==> config.mk <==
export PLATFORM = sky130hd
export DESIGN_NAME = sha256_msg_schedule
export DESIGN_NICKNAME = d
export VERILOG_FILES = /design/src/rtl/sha256_pkg.sv /design/src/rtl/rotr.sv /design/src/rtl/sha256_small_sigma.sv /design/src/rtl/sha256_msg_schedule.sv
export SDC_FILE = /design/constraint.sdc
export NUM_CORES = 1
export LEC_CHECK = 0
export ABC_AREA = 1
export BUFFER_PORTS_ARGS = -buffer_cell sky130_fd_sc_hd__buf_2
export CAP_MARGIN = 20
export CELL_PAD_IN_SITES_DETAIL_PLACEMENT = 1
export CELL_PAD_IN_SITES_GLOBAL_PLACEMENT = 2
export CORE_MARGIN = 2
export CORE_UTILIZATION = 35
export CTS_BUF_LIST = sky130_fd_sc_hd__clkbuf_8 sky130_fd_sc_hd__clkbuf_16
export DETAILED_ROUTE_END_ITERATION = 10
export HOLD_SLACK_MARGIN = 0.02
export PLACE_DENSITY = 0.94
export SLEW_MARGIN = 40
export SYNTH_ARGS = -nofsm -noshare
export SYNTH_HDL_FRONTEND = slang
export SYNTH_SLANG_ARGS = --single-unit
==> constraint.sdc <==
create_clock -name clk -period 5.5 [get_ports clk]
set_input_delay 0.55 -clock clk [delete_from_list [all_inputs] [get_ports clk]]
set_output_delay 0.55 -clock clk [all_outputs]
set_load 0.05 [all_outputs]
==> src/rtl/sha256_pkg.sv <==
// Shared SHA-256 constants: word and window sizes, small-sigma rotate/shift
// amounts, and the message-schedule FSM state encoding.
package sha256_pkg;

   localparam int WORD_W     = 32;
   localparam int WIN_DEPTH  = 16;
   localparam int ROUNDS_MAX = 64;
   localparam int T_W        = $clog2(ROUNDS_MAX);

   localparam int S0_R1 = 7;
   localparam int S0_R2 = 18;
   localparam int S0_SH = 3;
   localparam int S1_R1 = 17;
   localparam int S1_R2 = 19;
   localparam int S1_SH = 10;

   typedef enum logic {
      IDLE = 1'b0,
      RUN  = 1'b1
   } state_t;

endpackage

==> src/rtl/rotr.sv <==
// Combinational rotate-right of a W-bit word by a fixed amount AMT (0 < AMT < W).
module rotr #(
   parameter int W   = 32,
   parameter int AMT = 1
) (
   input  logic [W-1:0] x_i,
   output logic [W-1:0] y_o
);

   assign y_o = (x_i >> AMT) | (x_i << (W - AMT));

endmodule

==> src/rtl/sha256_small_sigma.sv <==
// SHA-256 small sigma: rotr(R1) ^ rotr(R2) ^ shr(SH); purely combinational.
module sha256_small_sigma
   import sha256_pkg::*;
#(
   parameter int R1 = S0_R1,
   parameter int R2 = S0_R2,
   parameter int SH = S0_SH
) (
   input  logic [WORD_W-1:0] x_i,
   output logic [WORD_W-1:0] y_o
);

   logic [WORD_W-1:0] rot1;
   logic [WORD_W-1:0] rot2;

   rotr #(.W(WORD_W), .AMT(R1)) u_rot1 (.x_i(x_i), .y_o(rot1));
   rotr #(.W(WORD_W), .AMT(R2)) u_rot2 (.x_i(x_i), .y_o(rot2));

   assign y_o = rot1 ^ rot2 ^ (x_i >> SH);

endmodule

==> src/rtl/sha256_msg_schedule.sv <==
// SHA-256 message-schedule expander: loads one 512-bit block, streams W[0..ROUNDS-1].
// Optional MSG_SCHED_ROUND_IDX_EN adds the wIdx round-index output.
module sha256_msg_schedule
   import sha256_pkg::*;
#(
   parameter int ROUNDS = 64
) (
   input  logic                        clk,
   input  logic                        rst_n,
   input  logic                        blkValid,
   output logic                        blkReady,
   input  logic [WIN_DEPTH*WORD_W-1:0] blkData,
   output logic                        wValid,
   input  logic                        wReady,
   output logic [WORD_W-1:0]           wData,
   output logic                        wLast
`ifdef MSG_SCHED_ROUND_IDX_EN
   ,
   output logic [T_W-1:0]              wIdx
`endif
);

   state_t            state_q, state_d;
   logic [T_W-1:0]    t_q, t_d;
   logic              valid_q, valid_d;
   logic              last_q, last_d;
   logic [WORD_W-1:0] win_q [WIN_DEPTH];
   logic [WORD_W-1:0] win_d [WIN_DEPTH];

   logic [WORD_W-1:0] s0_y;
   logic [WORD_W-1:0] s1_y;
   logic [WORD_W-1:0] nxt;
   logic              beat;
   logic              final_t;

   sha256_small_sigma #(.R1(S0_R1), .R2(S0_R2), .SH(S0_SH)) u_s0 (
      .x_i (win_q[1]),
      .y_o (s0_y)
   );

   sha256_small_sigma #(.R1(S1_R1), .R2(S1_R2), .SH(S1_SH)) u_s1 (
      .x_i (win_q[14]),
      .y_o (s1_y)
   );

   // W[t+16] from the registered window; overflow beyond 32 bits is dropped.
   assign nxt     = s1_y + win_q[9] + s0_y + win_q[0];
   assign beat    = valid_q & wReady;
   assign final_t = (t_q == T_W'(ROUNDS - 1));

   always_comb begin
      state_d = state_q;
      t_d     = t_q;
      valid_d = valid_q;
      last_d  = last_q;
      for (int i = 0; i < WIN_DEPTH; i++) begin
         win_d[i] = win_q[i];
      end

      case (state_q)
         IDLE: begin
            if (blkValid) begin
               for (int i = 0; i < WIN_DEPTH; i++) begin
                  win_d[i] = blkData[(WIN_DEPTH-1-i)*WORD_W +: WORD_W];
               end
               t_d     = '0;
               valid_d = 1'b1;
               last_d  = 1'b0;
               state_d = RUN;
            end
         end
         RUN: begin
            if (beat) begin
               for (int i = 0; i < WIN_DEPTH-1; i++) begin
                  win_d[i] = win_q[i+1];
               end
               win_d[WIN_DEPTH-1] = nxt;
               t_d = t_q + T_W'(1);
               if (final_t) begin
                  valid_d = 1'b0;
                  last_d  = 1'b0;
                  state_d = IDLE;
               end else begin
                  // Flag goes up one beat early so wLast is a plain register.
                  last_d = (t_q == T_W'(ROUNDS - 2));
               end
            end
         end
         default: begin
            state_d = IDLE;
            valid_d = 1'b0;
            last_d  = 1'b0;
         end
      endcase
   end

   always_ff @(posedge clk or negedge rst_n) begin
      if (!rst_n) begin
         state_q <= IDLE;
         t_q     <= '0;
         valid_q <= 1'b0;
         last_q  <= 1'b0;
         for (int i = 0; i < WIN_DEPTH; i++) begin
            win_q[i] <= '0;
         end
      end else begin
         state_q <= state_d;
         t_q     <= t_d;
         valid_q <= valid_d;
         last_q  <= last_d;
         for (int i = 0; i < WIN_DEPTH; i++) begin
            win_q[i] <= win_d[i];
         end
      end
   end

   assign blkReady = (state_q == IDLE);
   assign wValid   = valid_q;
   assign wLast    = last_q;
   assign wData    = win_q[0];

`ifdef MSG_SCHED_ROUND_IDX_EN
   assign wIdx = t_q;
`endif

endmodule

==> results_tabular.tex <==
\begin{tabular}{lr}
\hline
Metric & Value \\
\hline
\multicolumn{2}{l}{\textbf{Power and ir drop}} \\
\quad Static power due to leakage & 0.0166 uW \\
\quad Worst vdd rail ir drop & 0.000241 V \\
\quad P per Cell Area & 239 nW/um\^{}2 \\
\multicolumn{2}{l}{\textbf{Yosys}} \\
\quad Async set-reset flop share out of synthesis & 1.00 \\
\quad Fraction of the mapped netlist area in simple logic gates & 0.199 \\
\quad Number of unique standard cell types used by synthesis & 30 \\
\quad Share of Yosys cell area claimed by the top area cell type & 0.446 \\
\quad Synth Net Count & 4317 \\
\quad Yosys reg bits & 521 \\
\quad Number of warnings reported in the yosys synthesis log & 0 \\
\quad Top cell type by total area after synthesis & sky130\_fd\_sc\_hd\_\_dfrtp\_1 \\
\quad Multiplexer share of the synthesized area & 0 \\
\quad Mapped cell area & 29200 um\^{}2 \\
\quad Cell with the most instances after synthesis & sky130\_fd\_sc\_hd\_\_nand2\_1 \\
\quad Leading post-synthesis cells by instance count & sky130\_fd\_sc\_hd\_\_nand2\_1 (1077), sky130\_fd\_sc\_hd\_\_dfrtp\_1 (521), sky130\_fd\_sc\_hd\_\_inv\_1 (411) \\
\quad Cell types occupying the most area after synthesis & sky130\_fd\_sc\_hd\_\_dfrtp\_1 (45\%), sky130\_fd\_sc\_hd\_\_nand2\_1 (14\%), sky130\_fd\_sc\_hd\_\_a31oi\_1 (6.6\%) \\
\quad Adder-cell area share of the yosys netlist & 0.0566 \\
\quad Average footprint of a synthesized cell & 7.88 um\^{}2 \\
\quad Combinational family with the most area after synthesis & simple AND/OR/NAND/NOR gates \\
\quad Sequential-to-total area share from yosys stat & 0.446 \\
\quad Area fraction in compound gates after synthesis & 0.156 \\
\quad Number of enable-type register cells in the synthesized netlist & 0 \\
\quad Gate count of the mapped netlist & 3706 \\
\quad XOR/XNOR Fraction of Synth Area & 0.0405 \\
\quad Most frequently used flop master after synthesis & sky130\_fd\_sc\_hd\_\_dfrtp\_1 \\
\multicolumn{2}{l}{\textbf{Placed design}} \\
\quad Routability cong. & 0.925 \\
\quad Pre-CTS setup slack & 1.35 ns \\
\quad Count of buffers from port buffering & 550 \\
\quad Half-perimeter wire length after placement & 97200 um \\
\multicolumn{2}{l}{\textbf{Timing}} \\
\quad Relative slew slack & 0.456 \\
\quad Peak Freq & 0.237 GHz \\
\quad Clock tree skew after final layout & 0.0497 ns \\
\quad Worst setup margin & 1.29 ns \\
\quad RSZ-0062 raised after global routing & no \\
\quad Slew at the pin closest to its max-slew limit & 0.816 ns \\
\quad Total count of max-transition violations in the final report & 0 \\
\quad Aggregate negative setup slack & 0 ns \\
\quad Setup-failing EPs final & 0 \\
\quad Final Hold Violating Endpoints & 0 \\
\quad Fraction of the cycle the final worst path needs & 0.766 \\
\quad Shortest clock period the worst path allows after layout & 4.21 ns \\
\quad Min Hold Slack & 0.127 ns \\
\multicolumn{2}{l}{\textbf{Floorplanning}} \\
\quad Starting density of the core & 0.354 \\
\quad Chip Height & 293 um \\
\quad Core area & 82400 um\^{}2 \\
\quad Number of top-level pins & 551 \\
\quad Std cell rows & 105 \\
\quad Horiz. Die Dim & 293 um \\
\quad Overall die area & 85800 um\^{}2 \\
\multicolumn{2}{l}{\textbf{Layout}} \\
\quad Fill cell count & 10157 \\
\quad Area of all sequential standard cells & 13000 um\^{}2 \\
\quad Area growth from synthesis to final layout & 18.3\% \\
\quad Multi-input gate area & 13200 um\^{}2 \\
\quad Post-layout nets & 4665 \\
\quad Share of layout cells above drive strength 1 & 0.169 \\
\multicolumn{2}{l}{\textbf{Global route}} \\
\quad Global-route wire length before repair & 182000 um \\
\quad Number of antenna violations at the first check in global routing & 33 \\
\quad Vias in the first global route & 27511 \\
\quad Overall overflow remaining after global route & 0 \\
\quad Maximum number of pins on one net before global-route repair & 233 \\
\quad Overall global routing resource usage & 0.288 \\
\multicolumn{2}{l}{\textbf{Setup path}} \\
\quad Required time of the critical path & 5.99 ns \\
\quad Nature of the critical path endpoint & flip-flop \\
\quad Largest stage delay, worst path & 0.54 ns \\
\quad Highest net fanout along the worst path & 5 \\
\quad Crit start category & flip-flop \\
\quad Critical path class & reg2reg \\
\quad Count of buffering cells on the critical path with inverters included & 1 \\
\quad Category of cells accounting for the largest share of critical-path delay & adder cells \\
\quad Cell with the largest stage delay on the worst path & sky130\_fd\_sc\_hd\_\_fa\_1 \\
\quad CP Data Arrival Time & 4.71 ns \\
\quad Crit path cell chain & xnor2\_1 > xor2\_1 > fa\_1 > inv\_1 > fa\_1 > ha\_1 > fa\_1 > nand3\_1 > nand3\_1 > nand2\_1 > nand2\_1 > xnor2\_1 > nand2\_1 > o211ai\_1 > o21ai\_0 \\
\multicolumn{2}{l}{\textbf{Clock tree}} \\
\quad Clk sink count & 521 \\
\quad CTS max path bufs & 3 \\
\quad Worst-skew pair later-pin latency & 0.67 ns \\
\quad Post-CTS setup-driven buffer insertion count & 0 \\
\quad Clock tree from TritonCTS & built \\
\quad Number of buffers inserted during clock tree synthesis & 59 \\
\quad Total number of H-tree levels & 2 \\
\quad Clock-pin slew of the registers on the worst-case setup and hold paths & 0.06 ns \\
\quad Buffer type at the clock tree root & sky130\_fd\_sc\_hd\_\_clkbuf\_16 \\
\multicolumn{2}{l}{\textbf{Routing}} \\
\quad Remaining antenna violation count & 0 \\
\quad Average wire length per cell after detail routing & 24.1 um \\
\quad Average vias per placed instance & 5.17 \\
\quad Total number of vias & 26823 \\
\quad Initial DRC Count & 2090 \\
\quad Routed WL & 125000 um \\
\quad Post-route DRC & 0 \\
\quad DR pass1 iterations & 5 \\
\multicolumn{2}{l}{\textbf{Worst hold path}} \\
\quad Hold Crit Class & in2reg \\
\multicolumn{2}{l}{\textbf{Run status}} \\
\quad Outcome & finished, final reports clean \\
\multicolumn{2}{l}{\textbf{Job}} \\
\quad Max-Cap Viols & 0 \\
\hline
\end{tabular}
## area by class of cell
type / instances / share of cell area
clock buffer: 71 / 0.0475
antenna: 20 / 0.00145
clock inverter: 39 / 0.0105
inverter: 414 / 0.0462
multi-input combinational: 2471 / 0.382
timing repair buffer: 587 / 0.0960
sequential: 521 / 0.378
tap: 1070 / 0.0388
## power breakdown
part,internal [uW],total (uW),switching (uW)
combinational,138,315,177
sequential,3830,3830,0
clock,2320,4100,1790
total,6290,8250,1960
## worst reg2reg max path, delay by kind of cell (launching register included)
family / cells / cell delay, ns
buffers and inverters: 1 / 0.15
AOI/OAI and AO/OA: 2 / 0.20
xor gates and xnor gates: 3 / 0.80
adders and majority gates: 4 / 1.73
and+or+nand+nor: 5 / 0.70
DFF: 1 / 0.48
## cell usage in the layout, fill, tap and decap left out, types with 2 or more instances in the layout
cell type	n
sky130_fd_sc_hd__nand2_1	1077
sky130_fd_sc_hd__buf_2	549
sky130_fd_sc_hd__dfrtp_1	520
sky130_fd_sc_hd__inv_1	422
sky130_fd_sc_hd__nor2_1	364
sky130_fd_sc_hd__a31oi_1	309
sky130_fd_sc_hd__o21ai_0	187
sky130_fd_sc_hd__o211ai_1	181
sky130_fd_sc_hd__xnor2_1	68
sky130_fd_sc_hd__xor2_1	67
sky130_fd_sc_hd__fa_1	62
sky130_fd_sc_hd__clkbuf_16	59
sky130_fd_sc_hd__nand3_1	46
sky130_fd_sc_hd__ha_1	33
sky130_fd_sc_hd__a21oi_1	27
sky130_fd_sc_hd__diode_2	20
sky130_fd_sc_hd__clkinv_2	16
sky130_fd_sc_hd__buf_12	16
sky130_fd_sc_hd__buf_4	14
sky130_fd_sc_hd__o21a_1	13
sky130_fd_sc_hd__clkbuf_8	12
sky130_fd_sc_hd__o21ai_1	9
sky130_fd_sc_hd__nor3_1	6
sky130_fd_sc_hd__nand4_1	6
sky130_fd_sc_hd__o21bai_1	5
sky130_fd_sc_hd__bufinv_16	4
sky130_fd_sc_hd__clkinv_16	3
sky130_fd_sc_hd__and2_1	3
sky130_fd_sc_hd__clkinvlp_4	3
sky130_fd_sc_hd__buf_16	3
sky130_fd_sc_hd__buf_6	3
sky130_fd_sc_hd__nor2_8	2
sky130_fd_sc_hd__nand3b_1	2
sky130_fd_sc_hd__o22ai_1	2
## metal layers
layer / GRT usage / routed length, um / vias to the layer above
met5: 0 / 134 / -
met4: 0.138 / 6110 / 20
met3: 0.0537 / 7850 / 205
met2: 0.471 / 59100 / 822
met1: 0.368 / 51800 / 13210
li1: - / - / 12566
## cells by family (layout without fill, tap and decap cells)
kind of cell    after synthesis  after routing
simple gates               1508           1508
compound gates              733            733
buf+inv                     714           1111
flops                       521            521
xor+xnor                    135            135
fa+ha+maj                    95             95
other cells                   0             20
## metrics by stage
step | cell area, um^2 | total power [uW] | util | instances
floorplan | 29200 | 3900 | - | 3706
global placement | 32400 | 4220 | 0.393 | 5059
detailed placement | 32400 | 4220 | 0.394 | 5061
CTS | 34400 | 8330 | 0.418 | 5172
global route | 34500 | 8500 | 0.419 | 5185
finish | 34500 | 8250 | 0.419 | 5193
## state kept, by name, indices dropped and copies added, names as in the netlist
name / count
win_q: 480
wLast: 1
t_q: 6
state_q: 1
wValid: 1
wData: 32
## final timing paths
check | start | to | slack, ns | depth (start not counted)
setup / recovery | win_q[467] | win_q[9] | 1.29 | 15
min in group asynchronous | rst_n | win_q[69] | 0.45 | 2
hold reg to reg | win_q[16] | win_q[16] | 0.48 | 2
setup reg to reg | win_q[467] | win_q[9] | 1.29 | 15
max in group asynchronous | rst_n | win_q[263] | 3.61 | 4
hold / removal | blkData[339] | win_q[339] | 0.13 | 3
## repair_timing
| item | 4_1_cts | 5_1_grt |
|---|---|---|
| endpoints found under the hold margin | 64 | 0 |
| resized for setup | 0 | 0 |
| hold buffers | 1 | 0 |
No activity file was read; power rests on OpenSTA's default activity.
